$ cat src/rtl/trap_pkg.sv
// Shared definitions for the trap controller: FSM states, event kinds,
// exc_req bit positions and mcause codes.
package trap_pkg;

    typedef enum logic [1:0] {
        ST_IDLE,
        ST_DRAIN,
        ST_COMMIT,
        ST_REDIRECT
    } state_e;

    typedef enum logic {
        KIND_TRAP,
        KIND_MRET
    } kind_e;

    localparam int EXC_FETCH_MIS = 0;
    localparam int EXC_ILLEGAL   = 1;
    localparam int EXC_EBREAK    = 2;
    localparam int EXC_ECALL     = 3;
    localparam int EXC_LOAD_MIS  = 4;
    localparam int EXC_STORE_MIS = 5;

    localparam logic [3:0] CAUSE_FETCH_MIS = 4'd0;
    localparam logic [3:0] CAUSE_ILLEGAL   = 4'd2;
    localparam logic [3:0] CAUSE_EBREAK    = 4'd3;
    localparam logic [3:0] CAUSE_LOAD_MIS  = 4'd4;
    localparam logic [3:0] CAUSE_STORE_MIS = 4'd6;
    localparam logic [3:0] CAUSE_ECALL     = 4'd11;
    localparam logic [3:0] CAUSE_TIMER     = 4'd7;
    localparam logic [3:0] CAUSE_EXT       = 4'd11;

    // Misaligned accesses report the faulting address, illegal reports the encoding.
    function automatic logic [31:0] select_tval(input logic        irq,
                                                input logic [3:0]  cause,
                                                input logic [31:0] word,
                                                input logic [31:0] addr);
        logic [31:0] tval;
        tval = '0;
        if (!irq) begin
            case (cause)
                CAUSE_FETCH_MIS, CAUSE_LOAD_MIS, CAUSE_STORE_MIS: tval = addr;
                CAUSE_ILLEGAL:                                    tval = word;
                default:                                          tval = '0;
            endcase
        end
        return tval;
    endfunction

endpackage

$ cat src/rtl/trap_prio_encoder.sv
// Combinational selection of the single highest-priority event presented
// by the execute stage.
module trap_prio_encoder
    import trap_pkg::*;
(
    input  logic       instr_valid,
    input  logic [5:0] exc_req,
    input  logic       mret_req,
    input  logic       timer_int,
    input  logic       ext_int,
    input  logic       mie,
    output logic       valid,
    output logic [3:0] cause,
    output logic       irq,
    output kind_e      kind
);

    always_comb begin
        valid = 1'b0;
        cause = '0;
        irq   = 1'b0;
        kind  = KIND_TRAP;
        if (instr_valid) begin
            if (exc_req[EXC_FETCH_MIS]) begin
                valid = 1'b1;
                cause = CAUSE_FETCH_MIS;
            end else if (exc_req[EXC_ILLEGAL]) begin
                valid = 1'b1;
                cause = CAUSE_ILLEGAL;
            end else if (exc_req[EXC_EBREAK]) begin
                valid = 1'b1;
                cause = CAUSE_EBREAK;
            end else if (exc_req[EXC_ECALL]) begin
                valid = 1'b1;
                cause = CAUSE_ECALL;
            end else if (exc_req[EXC_LOAD_MIS]) begin
                valid = 1'b1;
                cause = CAUSE_LOAD_MIS;
            end else if (exc_req[EXC_STORE_MIS]) begin
                valid = 1'b1;
                cause = CAUSE_STORE_MIS;
            end else if (mret_req) begin
                valid = 1'b1;
                kind  = KIND_MRET;
            end else if (mie && ext_int) begin
                valid = 1'b1;
                cause = CAUSE_EXT;
                irq   = 1'b1;
            end else if (mie && timer_int) begin
                valid = 1'b1;
                cause = CAUSE_TIMER;
                irq   = 1'b1;
            end
        end
    end

endmodule

$ cat src/rtl/trap_controller.sv
// Trap/MRET sequencer: accepts one event, drains the pipe, commits to the
// CSR block for one cycle, then redirects fetch for one cycle.
module trap_controller
    import trap_pkg::*;
(
    input  logic        clk,
    input  logic        rst_n,
    input  logic        instr_valid,
    input  logic [31:0] instr_pc,
    input  logic [31:0] instr_word,
    input  logic [31:0] mem_addr,
    input  logic [5:0]  exc_req,
    input  logic        mret_req,
    input  logic        timer_int,
    input  logic        ext_int,
    input  logic        mie,
    input  logic [31:0] mtvec,
    input  logic [31:0] mepc,
    input  logic        pipe_empty,
    output logic        stall,
    output logic        flush,
    output logic        exc_taken,
    output logic        mret_taken,
    output logic [3:0]  exc_cause,
    output logic        exc_int,
    output logic [31:0] exc_pc,
    output logic [31:0] exc_tval,
    output logic        redirect_valid,
    output logic [31:0] redirect_pc
);

    state_e      state;
    kind_e       rec_kind;
    logic        ev_valid;
    logic [3:0]  ev_cause;
    logic        ev_irq;
    kind_e       ev_kind;
    logic [31:0] ev_tval;

    trap_prio_encoder u_prio (
        .instr_valid (instr_valid),
        .exc_req     (exc_req),
        .mret_req    (mret_req),
        .timer_int   (timer_int),
        .ext_int     (ext_int),
        .mie         (mie),
        .valid       (ev_valid),
        .cause       (ev_cause),
        .irq         (ev_irq),
        .kind        (ev_kind)
    );

    assign ev_tval = (ev_kind == KIND_MRET) ? '0
                   : select_tval(ev_irq, ev_cause, instr_word, mem_addr);

    // Target CSRs are read in the redirect cycle itself so a same-cycle CSR update is seen.
    assign redirect_pc = !redirect_valid        ? '0
                       : (rec_kind == KIND_MRET) ? mepc
                       :                           (mtvec & 32'hFFFF_FFFC);

    always_ff @(posedge clk) begin
        if (!rst_n) begin
            state          <= ST_IDLE;
            rec_kind       <= KIND_TRAP;
            stall          <= 1'b0;
            flush          <= 1'b0;
            exc_taken      <= 1'b0;
            mret_taken     <= 1'b0;
            exc_cause      <= '0;
            exc_int        <= 1'b0;
            exc_pc         <= '0;
            exc_tval       <= '0;
            redirect_valid <= 1'b0;
        end else begin
            case (state)
                ST_IDLE: begin
                    stall          <= 1'b0;
                    flush          <= 1'b0;
                    exc_taken      <= 1'b0;
                    mret_taken     <= 1'b0;
                    redirect_valid <= 1'b0;
                    if (ev_valid) begin
                        state     <= ST_DRAIN;
                        rec_kind  <= ev_kind;
                        exc_cause <= ev_cause;
                        exc_int   <= ev_irq;
                        exc_pc    <= instr_pc;
                        exc_tval  <= ev_tval;
                        stall     <= 1'b1;
                        flush     <= 1'b1;
                    end
                end
                ST_DRAIN: begin
                    if (pipe_empty) begin
                        state      <= ST_COMMIT;
                        exc_taken  <= (rec_kind == KIND_TRAP);
                        mret_taken <= (rec_kind == KIND_MRET);
                    end
                end
                ST_COMMIT: begin
                    state          <= ST_REDIRECT;
                    exc_taken      <= 1'b0;
                    mret_taken     <= 1'b0;
                    redirect_valid <= 1'b1;
                end
                ST_REDIRECT: begin
                    state          <= ST_IDLE;
                    redirect_valid <= 1'b0;
                    stall          <= 1'b0;
                    flush          <= 1'b0;
                end
                default: state <= ST_IDLE;
            endcase
        end
    end

endmodule
$ cat config.mk
export PLATFORM = sky130hd
export DESIGN_NAME = trap_controller
export DESIGN_NICKNAME = d
export VERILOG_FILES = /design/src/rtl/trap_pkg.sv /design/src/rtl/trap_prio_encoder.sv /design/src/rtl/trap_controller.sv
export SDC_FILE = /design/constraint.sdc
export NUM_CORES = 1
export LEC_CHECK = 0
export CORE_ASPECT_RATIO = 0.8
export CORE_MARGIN = 1.5
export CORE_UTILIZATION = 30
export DETAILED_ROUTE_END_ITERATION = 16
export DONT_BUFFER_PORTS = 1
export GPL_TIMING_DRIVEN = 0
export PLACE_DENSITY = 0.5
export REMOVE_ABC_BUFFERS = 1
export SYNTH_ARGS = -nofsm -noshare
export SYNTH_HDL_FRONTEND = slang
export SYNTH_SLANG_ARGS = --single-unit
$ cat constraint.sdc
create_clock -name clk -period 2.3 [get_ports clk]
set_input_delay 0.46 -clock clk [delete_from_list [all_inputs] [get_ports clk]]
set_output_delay 0.46 -clock clk [all_outputs]
set_load 0.02 [all_outputs]
# ---- Word level (Yosys, flattened, before mapping)
# Index checks and enable logic that the tools add are counted.
dict set report totals {
  reg_bits 76
  input_bits 174
  output_inout_bits 106
}
dict set report op_classes {
  eq_ne 8
  n_mux 51
  n_bitwise 1
  n_reduce_logical 13
}
# operator n
set op_table {}
lappend op_table {{32-bit 2-to-1 mux} 4}
lappend op_table {{32-bit case mux with 2 select lines} 1}
lappend op_table {{4-bit 2-to-1 mux} 9}
lappend op_table {{1-bit 2-to-1 mux} 29}
lappend op_table {{4-bit by 3-bit equality test with 1-bit output, second input constant} 2}
lappend op_table {{1-bit case mux with 2 select lines} 4}
lappend op_table {{2-bit case mux with 4 select lines} 1}
lappend op_table {{2-bit AND reduction} 3}
lappend op_table {{2-bit nonzero test} 3}
lappend op_table {{2-bit equality test, second input constant} 2}
lappend op_table {{4-bit by 2-bit equality test with 1-bit output, second input constant} 1}
lappend op_table {{4-bit logical NOT} 1}
lappend op_table {{2-bit 2-to-1 mux} 2}
lappend op_table {{2-bit inequality test, second input constant} 2}
lappend op_table {{2-bit OR reduction} 2}
lappend op_table {{3-bit 2-to-1 mux} 1}
lappend op_table {{3-bit OR reduction} 1}
lappend op_table {{2-bit by 1-bit equality test with 1-bit output, second input constant} 1}
lappend op_table {{1-bit logical AND} 2}
lappend op_table {{2-bit logical NOT} 1}
lappend op_table {{1-bit inverter} 1}

# ---- Logic depth before layout (Yosys ltp)
# Gate-level depths: netlist of the first run.
dict set report depth {
  depth_word 16
  depth_mapped 8
}

# ---- Cells and area by module
# A second synthesis of the first run with hierarchy kept.
dict set report unflattened {
  cells_unflattened 434
  area_unflattened_um2 3646.0
}
# module instances cells_each area_per_inst_um2
set modules_own_cells {}
lappend modules_own_cells {trap_controller 1 412 3503.4}
lappend modules_own_cells {trap_prio_encoder 1 22 142.6}

# ---- Least setup slack after synthesis of the first run
# Ideal clock, no wire load.
dict set report synth_path {
  path_type {reg2out}
  start {reg rec_kind}
  end {out redirect_pc[10]}
  arrival_time_ps 1551
  required_ps 1840
  slack_ps 289
  path_stages_with_launch 5
  n_path_buf 2
  cell_sequence {dfxtp_1 clkbuf_1 buf_1 mux2i_1 nor2b_1}
}
dict set report synth_via {
  elab_chain_cells 2
}
# element line
set synth_lines {}
lappend synth_lines {{from (decl)} trap_controller.sv:33} ;# kind_e rec_kind;
lappend synth_lines {{from (signal assigned)} trap_controller.sv:84} ;# rec_kind <= ev_kind;
lappend synth_lines {{32-bit 2-to-1 mux} trap_controller.sv:58} ;# : (rec_kind == KIND_MRET) ? mepc
lappend synth_lines {{32-bit 2-to-1 mux} trap_controller.sv:57} ;# assign redirect_pc = !redirect_valid ? '0
lappend synth_lines {{to (decl)} trap_controller.sv:29} ;# output logic [31:0] redirect_pc
# Every way passes these cells.

# ---- Worst setup path after layout of the first run
dict set report layout_path {
  start {in exc_req[5]}
  end {reg exc_tval[19]}
}
dict set report layout_via {
  elab_chain_cells 12
  elab_cells_between_ends 37
  classes_between {eq/ne: 3; mux: 31; reduce/logical: 3}
}
# element line
set layout_lines {}
lappend layout_lines {{from (decl)} trap_controller.sv:12} ;# input logic [5:0] exc_req,
lappend layout_lines {{4-bit 2-to-1 mux} trap_prio_encoder.sv:39} ;# end else if (exc_req[EXC_STORE_MIS]) begin
lappend layout_lines {{4-bit 2-to-1 mux} trap_prio_encoder.sv:36} ;# end else if (exc_req[EXC_LOAD_MIS]) begin
lappend layout_lines {{4-bit 2-to-1 mux} trap_prio_encoder.sv:33} ;# end else if (exc_req[EXC_ECALL]) begin
lappend layout_lines {{4-bit 2-to-1 mux} trap_prio_encoder.sv:30} ;# end else if (exc_req[EXC_EBREAK]) begin
lappend layout_lines {{4-bit 2-to-1 mux} trap_prio_encoder.sv:27} ;# end else if (exc_req[EXC_ILLEGAL]) begin
lappend layout_lines {{4-bit 2-to-1 mux} trap_prio_encoder.sv:24} ;# if (exc_req[EXC_FETCH_MIS]) begin
lappend layout_lines {{4-bit 2-to-1 mux} trap_prio_encoder.sv:23} ;# if (instr_valid) begin
lappend layout_lines {{4-bit by 3-bit equality test with 1-bit output / 4-bit logical NOT (equally long branches)} trap_pkg.sv:41} ;# case (cause)
lappend layout_lines {{3-bit OR reduction} trap_pkg.sv:41}
lappend layout_lines {{32-bit case mux with 2 select lines} trap_pkg.sv:41}
lappend layout_lines {{32-bit 2-to-1 mux} trap_pkg.sv:40} ;# if (!irq) begin
lappend layout_lines {{32-bit 2-to-1 mux} trap_controller.sv:53} ;# assign ev_tval = (ev_kind == KIND_MRET) ? '0
lappend layout_lines {{to (signal assigned)} trap_controller.sv:88} ;# exc_tval <= ev_tval;
lappend layout_lines {{to (decl)} trap_controller.sv:27} ;# output logic [31:0] exc_tval,
# Parallel ways exist; a longest one is shown, timed or not.
# A chain may end at the register's enable or synchronous reset.

==> results of run 1 <==
-- area by class of cell --
type	instances	share of cell area, %
timing repair buffer	3	1.01
multi-input combinational	323	49.7
clock buffer	10	5.69
clock inverter	6	1.64
sequential	76	36.4
inverter	5	0.447
tap	171	5.10
-- critical path, cell delays in order --
cell and delay (ns):
or4_4 0.56, o311ai_4 0.32, buf_8 0.22, and2_2 0.56
nand2_1 0.12, o21ai_1 0.09
-- metrics by stage --
| stage | setup slack [ns] | hold slack (ns) | instances | utilization [%] | cell area (um2) |
|---|---|---|---|---|---|
| 2_1_floorplan | -0.561 | 0.469 | 404 | - | 3600 |
| 3_3_place_gp | -1.36 | 0.493 | 575 | 31.3 | 3820 |
| 3_5_place_dp | -0.986 | 0.512 | 577 | 31.6 | 3860 |
| 4_1_cts | 0.133 | 0.234 | 594 | 34.4 | 4200 |
| 5_1_grt | 0.0324 | 0.243 | 594 | 34.4 | 4200 |
| 6_report | 0.192 | 0.256 | 594 | 34.4 | 4200 |
-- metal layers --
layer | GRT usage, % | share of wire (%)
met1 | 14.6 | 39
met3 | 5.35 | 8.2
met5 | 0 | 0
met2 | 23.4 | 51
met4 | 5.10 | 1.3
-- what timing repair did --
item	CTS	global route
endpoints found under the setup margin	66	0
resized for setup	6	0
setup buffers	1	0
-- layout by cell type, fill, tap and decap left out, drive strengths merged, types with 2 or more instances in the layout --
cell / synthesis / final
nor2: 6 / 6
nor2b: 33 / 33
o311ai: 2 / 2
buf: 18 / 3
and3: 2 / 2
clkbuf: 13 / 10
a21oi: 3 / 3
dfxtp: 76 / 76
clkinv: 0 / 2
or3: 2 / 2
nand4: 3 / 3
mux2i: 63 / 63
a21boi: 38 / 38
nand2: 105 / 105
nand3: 5 / 5
o31ai: 3 / 3
nand2b: 2 / 2
ha: 5 / 5
inv: 5 / 7
and2: 3 / 3
nor4: 2 / 2
o21ai: 35 / 35
-- cell families after synthesis --
family                     after synthesis  share of synthesized area (%)
DFF                                     76                           40.5
muxes                                   63                           16.8
buffers and inverters                   36                           4.72
adders and majority gates                5                           1.66
AOI/OAI and AO/OA                       88                           15.9
and+or+nand+nor                        167                           20.5
-- state kept, by name, summed over array words and instances, names as in the netlist --
signal          cells
exc_cause           4
exc_int             1
rec_kind            1
mret_taken          1
exc_pc             32
redirect_valid      1
exc_tval           32
flush               1
exc_taken           1
state               2
-- path summary, 6_finish.rpt --
path / start / to / slack, ns
max: exc_req[5] / exc_tval[19]$_SDFFE_PN0P_ / 0.19
min: instr_pc[28] / exc_pc[28]$_SDFFE_PN0P_ / 0.26
max reg2reg: state[0]$_SDFFE_PN0P_ / exc_tval[19]$_SDFFE_PN0P_ / 0.27
min reg2reg: state[1]$_SDFFE_PN0P_ / state[1]$_SDFFE_PN0P_ / 0.53
-- power groups by stage --
stage                     combinational [uW]  sequential, uW  clock, uW
after floorplan                          759            2050          0
after global placement                   915            2130          0
after detailed placement                 961            2130          0
after CTS                                981            2110       1480
after global routing                    1090            2140       1560
final                                    969            2100       1440
==> flow_summary_export.csv, run 1 <==
group,metric,value,unit
logic_synthesis,syn_inst,435,
logic_synthesis,synth_edf_count,0,
worst_hold_path,min_path_cells,2,
floorplanning,coreArea,12200,um2
placement,dp_hpwl,7190,um
route,firstDrtPassIters,4,
worst_hold_path,min-delay-path-class,"in2reg",
route,drt-wirelength-per-cell,16.1,um
power_and_ir_drop,p_total,4510,uW
timing,hold_viol_final,0,
setup_path,cp-end-kind,"flop",
logic_synthesis,async_reset_ff_share,0,%
power_and_ir_drop,clockPowerShare,31.9,%
floorplanning,die_w,128,um
logic_synthesis,yosys_warnings,0,
route,dr.first_iter.drc_count,108,
global_route,grt_pass1_wl,13500,um
timing,tightest_slew,0.847,ns
timing,setup_viol,0,
logic_synthesis,syn_area,3760,um2
logic_synthesis,ys_seq_area_share,40.5,%
floorplanning,start_util,30.8,%
clock_network,cts_tree,"built",
route,drcViolationCount,0,
power_and_ir_drop,p_int,2810,uW
clock_network,cts_hold_buffers,0,
logic_synthesis,synth_largest_type_area_fraction,40.5,%
power_and_ir_drop,irDropWorstVdd,0.664,mV
logic_synthesis,ys_ff_latch,76,
power_and_ir_drop,switching_power,1700,uW
placement,io_buffers,0,
cells_and_area,fillers,1260,
floorplanning,fp-row-count,36,
timing,fin_crit,2.11,ns
cells_and_area,final_layout_size_suffix_gt1_share,6.38,%
global_route,grt_usage,13.3,%
setup_path,path_max_fanout,32,
global_route,antenna_found_initial,0,
clock_network,clk_path_buf_depth,2,
timing,fin_setup_tns,0,ns
logic_synthesis,synthTopCellsByArea,"dfxtp_1, mux2i_1, nand2_1, a21boi_0, nor2b_1",
logic_synthesis,syn_area_per_cell,8.65,um2
clock_network,cts_htree_levels,3,
setup_path,crit_arrival,2.36,ns
clock_network,clock_latency,0.33,ns
cells_and_area,nNetsFinal,597,
power_and_ir_drop,p_leak,0.00159,uW
timing,skew,0.00773,ns
cells_and_area,area_growth,11.6,%
cells_and_area,regArea,1530,um2
global_route,grt_overflow_total,0,
flow_run,drv_cap,0,
setup_path,cp-start-kind,"input port",
logic_synthesis,synthFlopType,"dfxtp_1",
floorplanning,die_h,103,um
timing,period_share,91.6,%
cells_and_area,multiInputGateArea,2090,um2
global_route,grt_start_max_net_pins,48,
clock_network,root_buffer,"clkbuf_16",
floorplanning,io_pins,280,
setup_path,rr_worst_depth,7,
clock_network,clock-sinks,76,
timing,rsz0062_at_grt,"no",
clock_network,clk_pin_slew,0.06,ns
floorplanning,die_area,13200,um2
global_route,grt_pass1_vias,2581,
route,antenna_left,0,
logic_synthesis,synth.distinct_cells,37,
logic_synthesis,synth_most_common_cell,"nand2_1",
outcome,status,"finished clean",
logic_synthesis,yosysTopAreaCell,"dfxtp_1",
timing,clock.fmax,0.474,GHz
route,vias_per_cell,4.97,
power_and_ir_drop,p_per_area,1070,nW/um2
power_and_ir_drop,combPwrFrac,21.5,%
power_and_ir_drop,power_frac_seq,46.6,%
clock_network,cts_buffers,9,
route,wirelength,9550,um
logic_synthesis,synth_common_cells,"nand2_1, dfxtp_1, mux2i_1",
timing,relSlewSlack,43.3,%
power_and_ir_drop,swShare,37.6,%
route,vias,2951,
placement,gp_congestion,0.770,
cells_and_area,diodes,0,
timing,drv_slew,0,
setup_path,required,2.56,ns
setup_path,worstSetupPathType,"in2reg",
(Power assumes the default switching activity.)
==> run 2, diff against run 1 <==
Settings changed: ABC_AREA from default to 1.
==> run 2 against run 1 <==
Clock skew down 0.0032 ns. Die area up 7.0%. Highest routed layer unchanged. Synthesized cell count up 37%. Worst hold slack worse by 0.011 ns. Critical endpoint is now redirect_pc[20]. Non-clock buffer count up 3. Critical path type is now reg2out. Area after synthesis up 7.2%.
==> flow_summary_export.csv, run 2 <==
group,metric,value,unit
outcome,status,"finished clean",
route,wirelength_met1,5370,um
setup_path,cp-end-kind,"output port",
setup_path,path_buf_inv,2,
clock_network,clk_path_buf_depth,2,
route,antenna_left,0,
power_and_ir_drop,p_leak,0.00174,uW
placement,dp_hpwl,8020,um
route,dr.first_iter.drc_count,217,
power_and_ir_drop,swShare,44.8,%
logic_synthesis,ys_seq_area_share,37.7,%
logic_synthesis,synthTopCellsByArea,"dfxtp_1, nand2_1, a21oi_1, nor2_1, nand4_1",
placement,preCtsSetupSlack,-1.03,ns
global_route,grt_start_max_net_pins,69,
global_route,grt_pass1_wl,19200,um
timing,fin_crit,2.16,ns
floorplanning,coreArea,13000,um2
route,met3_length,1270,um
flow_run,drv_cap,0,
cells_and_area,reg_top3,"exc_pc x32, exc_tval x32, exc_cause x4",
clock_network,root_buffer,"clkbuf_16",
floorplanning,die_h,107,um
logic_synthesis,syn_area_per_cell,6.76,um2
placement,place_area,4010,um2
clock_network,clock_latency,0.33,ns
logic_synthesis,synth_common_cells,"nand2_1, dfxtp_1, nor2_1",
power_and_ir_drop,switching_power,2250,uW
route,top_layer,"met4",
clock_network,clock-sinks,76,
setup_path,cp_cell_sequence,"clkinvlp_4 > buf_4 > nor2_1 > nor2_1",
timing,clock.fmax,0.463,GHz
setup_path,cp-start-kind,"flop",
setup_path,path_common_cell,"nor2_1",
clock_network,cts_htree_levels,3,
cells_and_area,fin_area,4450,um2
logic_synthesis,syn_inst,596,
cells_and_area,nNetsFinal,752,
route,wl_met2,5970,um
power_and_ir_drop,irDropWorstVdd,0.322,mV
setup_path,required,1.84,ns
logic_synthesis,synth_edf_count,0,
route,vias,3887,
timing,hold_viol_final,0,
floorplanning,die_area,14100,um2
timing,drv_slew,0,
clock_network,clk_pin_slew,0.06,ns
cells_and_area,final_layout_size_suffix_gt1_share,11.8,%
logic_synthesis,yosysTopAreaCell,"dfxtp_1",
power_and_ir_drop,p_int,2780,uW
placement,gp_congestion,0.850,
logic_synthesis,synth_most_common_cell,"nand2_1",
global_route,grt_usage,17.5,%
setup_path,crit_arrival,1.70,ns
cells_and_area,utilization,34.2,%
power_and_ir_drop,power_frac_seq,42.2,%
cells_and_area,area_growth,10.4,%
setup_path,critical_path.top_delay_family,"flip-flops",
global_route,antenna_found_initial,0,
floorplanning,io_pins,280,
logic_synthesis,async_reset_ff_share,0,%
logic_synthesis,synth_largest_type_area_fraction,37.7,%
power_and_ir_drop,p_total,5040,uW
logic_synthesis,synthFlopType,"dfxtp_1",
setup_path,path_max_fanout,35,
cells_and_area,layout_common_cells,"nand2_1, nor2_1, dfxtp_1, a21oi_1, o21ai_0",
route,wirelength,12800,um
route,vias_per_cell,5.16,
logic_synthesis,ys_ff_latch,76,
timing,period_share,93.8,%
logic_synthesis,synth.distinct_cells,27,
setup_path,slowest_delay,0.68,ns
timing,worst_slack,0.142,ns
timing,setup_viol,0,
timing,skew,0.00451,ns
route,drcViolationCount,0,
worst_hold_path,min-delay-path-class,"in2reg",
global_route,grt_pass1_vias,3571,
placement,io_buffers,0,
timing,rsz0062_at_grt,"no",
clock_network,cts_tree,"built",
clock_network,cts_buffers,9,
timing,tightest_slew,1.25,ns
power_and_ir_drop,p_per_area,1130,nW/um2
route,firstDrtPassIters,4,
logic_synthesis,yosys_warnings,0,
cells_and_area,mostFrequentLayoutCell,"nand2_1",
floorplanning,die_w,133,um
cells_and_area,diodes,0,
floorplanning,fp-row-count,37,
logic_synthesis,syn_area,4030,um2
power_and_ir_drop,clockPowerShare,27.0,%
clock_network,cts_hold_buffers,0,
timing,relSlewSlack,16.3,%
timing,whs,0.245,ns
setup_path,worstSetupPathType,"reg2out",
setup_path,slowest_stage,"dfxtp_2",
floorplanning,start_util,31.0,%
route,drt-wirelength-per-cell,16.9,um
global_route,grt_overflow_total,0,
power_and_ir_drop,combPwrFrac,30.8,%
## run 2: changes by cell type in the layout (fill, tap and decap cells not counted), sizes merged, moves of 5 or more
cell / delta
nor3: +5
inv: +10
nor2b: -33
nand4: +29
nor2: +73
clkinvlp: +6
nand3: +34
mux2i: -63
a21boi: -38
a21oi: +71
nand2: +77
## run 2: power groups by stage
stage	sequential, uW	combinational (uW)	clock [uW]
2_1_floorplan	2060	1070	0
3_5_place_dp	2150	1330	0
5_1_grt	2170	1730	1470
3_3_place_gp	2140	1310	0
6_report	2130	1550	1360
4_1_cts	2130	1540	1410
## run 2: final timing paths
path                               endpoint                   from  depth (start not counted)  slack, ns
setup / recovery            redirect_pc[20]  rec_kind$_SDFFE_PN0P_                          4       0.14
hold / removal        state[1]$_SDFFE_PN0P_                  rst_n                          2       0.25
setup reg to reg  exc_cause[2]$_SDFFE_PN0P_  state[0]$_SDFFE_PN0P_                          6       0.19
hold reg to reg       state[1]$_SDFFE_PN0P_  state[1]$_SDFFE_PN0P_                          2       0.54
## run 2: cell families after synthesis
logic type | count (synthesis) | synth area share, %
simple gates | 338 | 37.2
compound gates | 115 | 15.5
flops | 76 | 37.7
buf+inv | 62 | 7.98
fa+ha+maj | 5 | 1.55
## run 2: through the flow
step,TNS (ns),cells
after detailed placement,-58.81,725
after global routing,0,753
final,0,753
after CTS,0,751
after global placement,-56.21,724
after floorplan,-2.70,549
## run 2: area by class of cell
| type | instances | area [um2] |
|---|---|---|
| repair inverters | 4 | 30.0 |
| flip-flops and latches | 76 | 1520 |
| clock inverters | 7 | 65.1 |
| inverters | 15 | 63.8 |
| fillers | 1420 | 8560 |
| multi-input cells | 461 | 2240 |
| clock buffers | 9 | 225 |
| well taps | 175 | 219 |
| repair buffers | 6 | 82.6 |
## run 2: repair_timing
| action | in CTS | in global routing |
|---|---|---|
| pin swaps | 3 | 0 |
| resized for setup | 9 | 1 |
| setup endpoints to repair | 99 | 22 |
| gates cloned | 7 | 0 |
| buffers inserted | 3 | 2 |
## run 2: metal layers
layer  vias to the layer above  track usage, %
met2                       190            29.2
met1                      1756            21.3
met4                         0            4.71
li1                       1929               -
met3                        12            6.43
met5                         -               0
==> run 3, diff against run 2 <==
Settings changed: SLEW_MARGIN from default to 0.
==> results of run 3 <==
The final DEF is identical to that of run 2; final timing and power are the same.
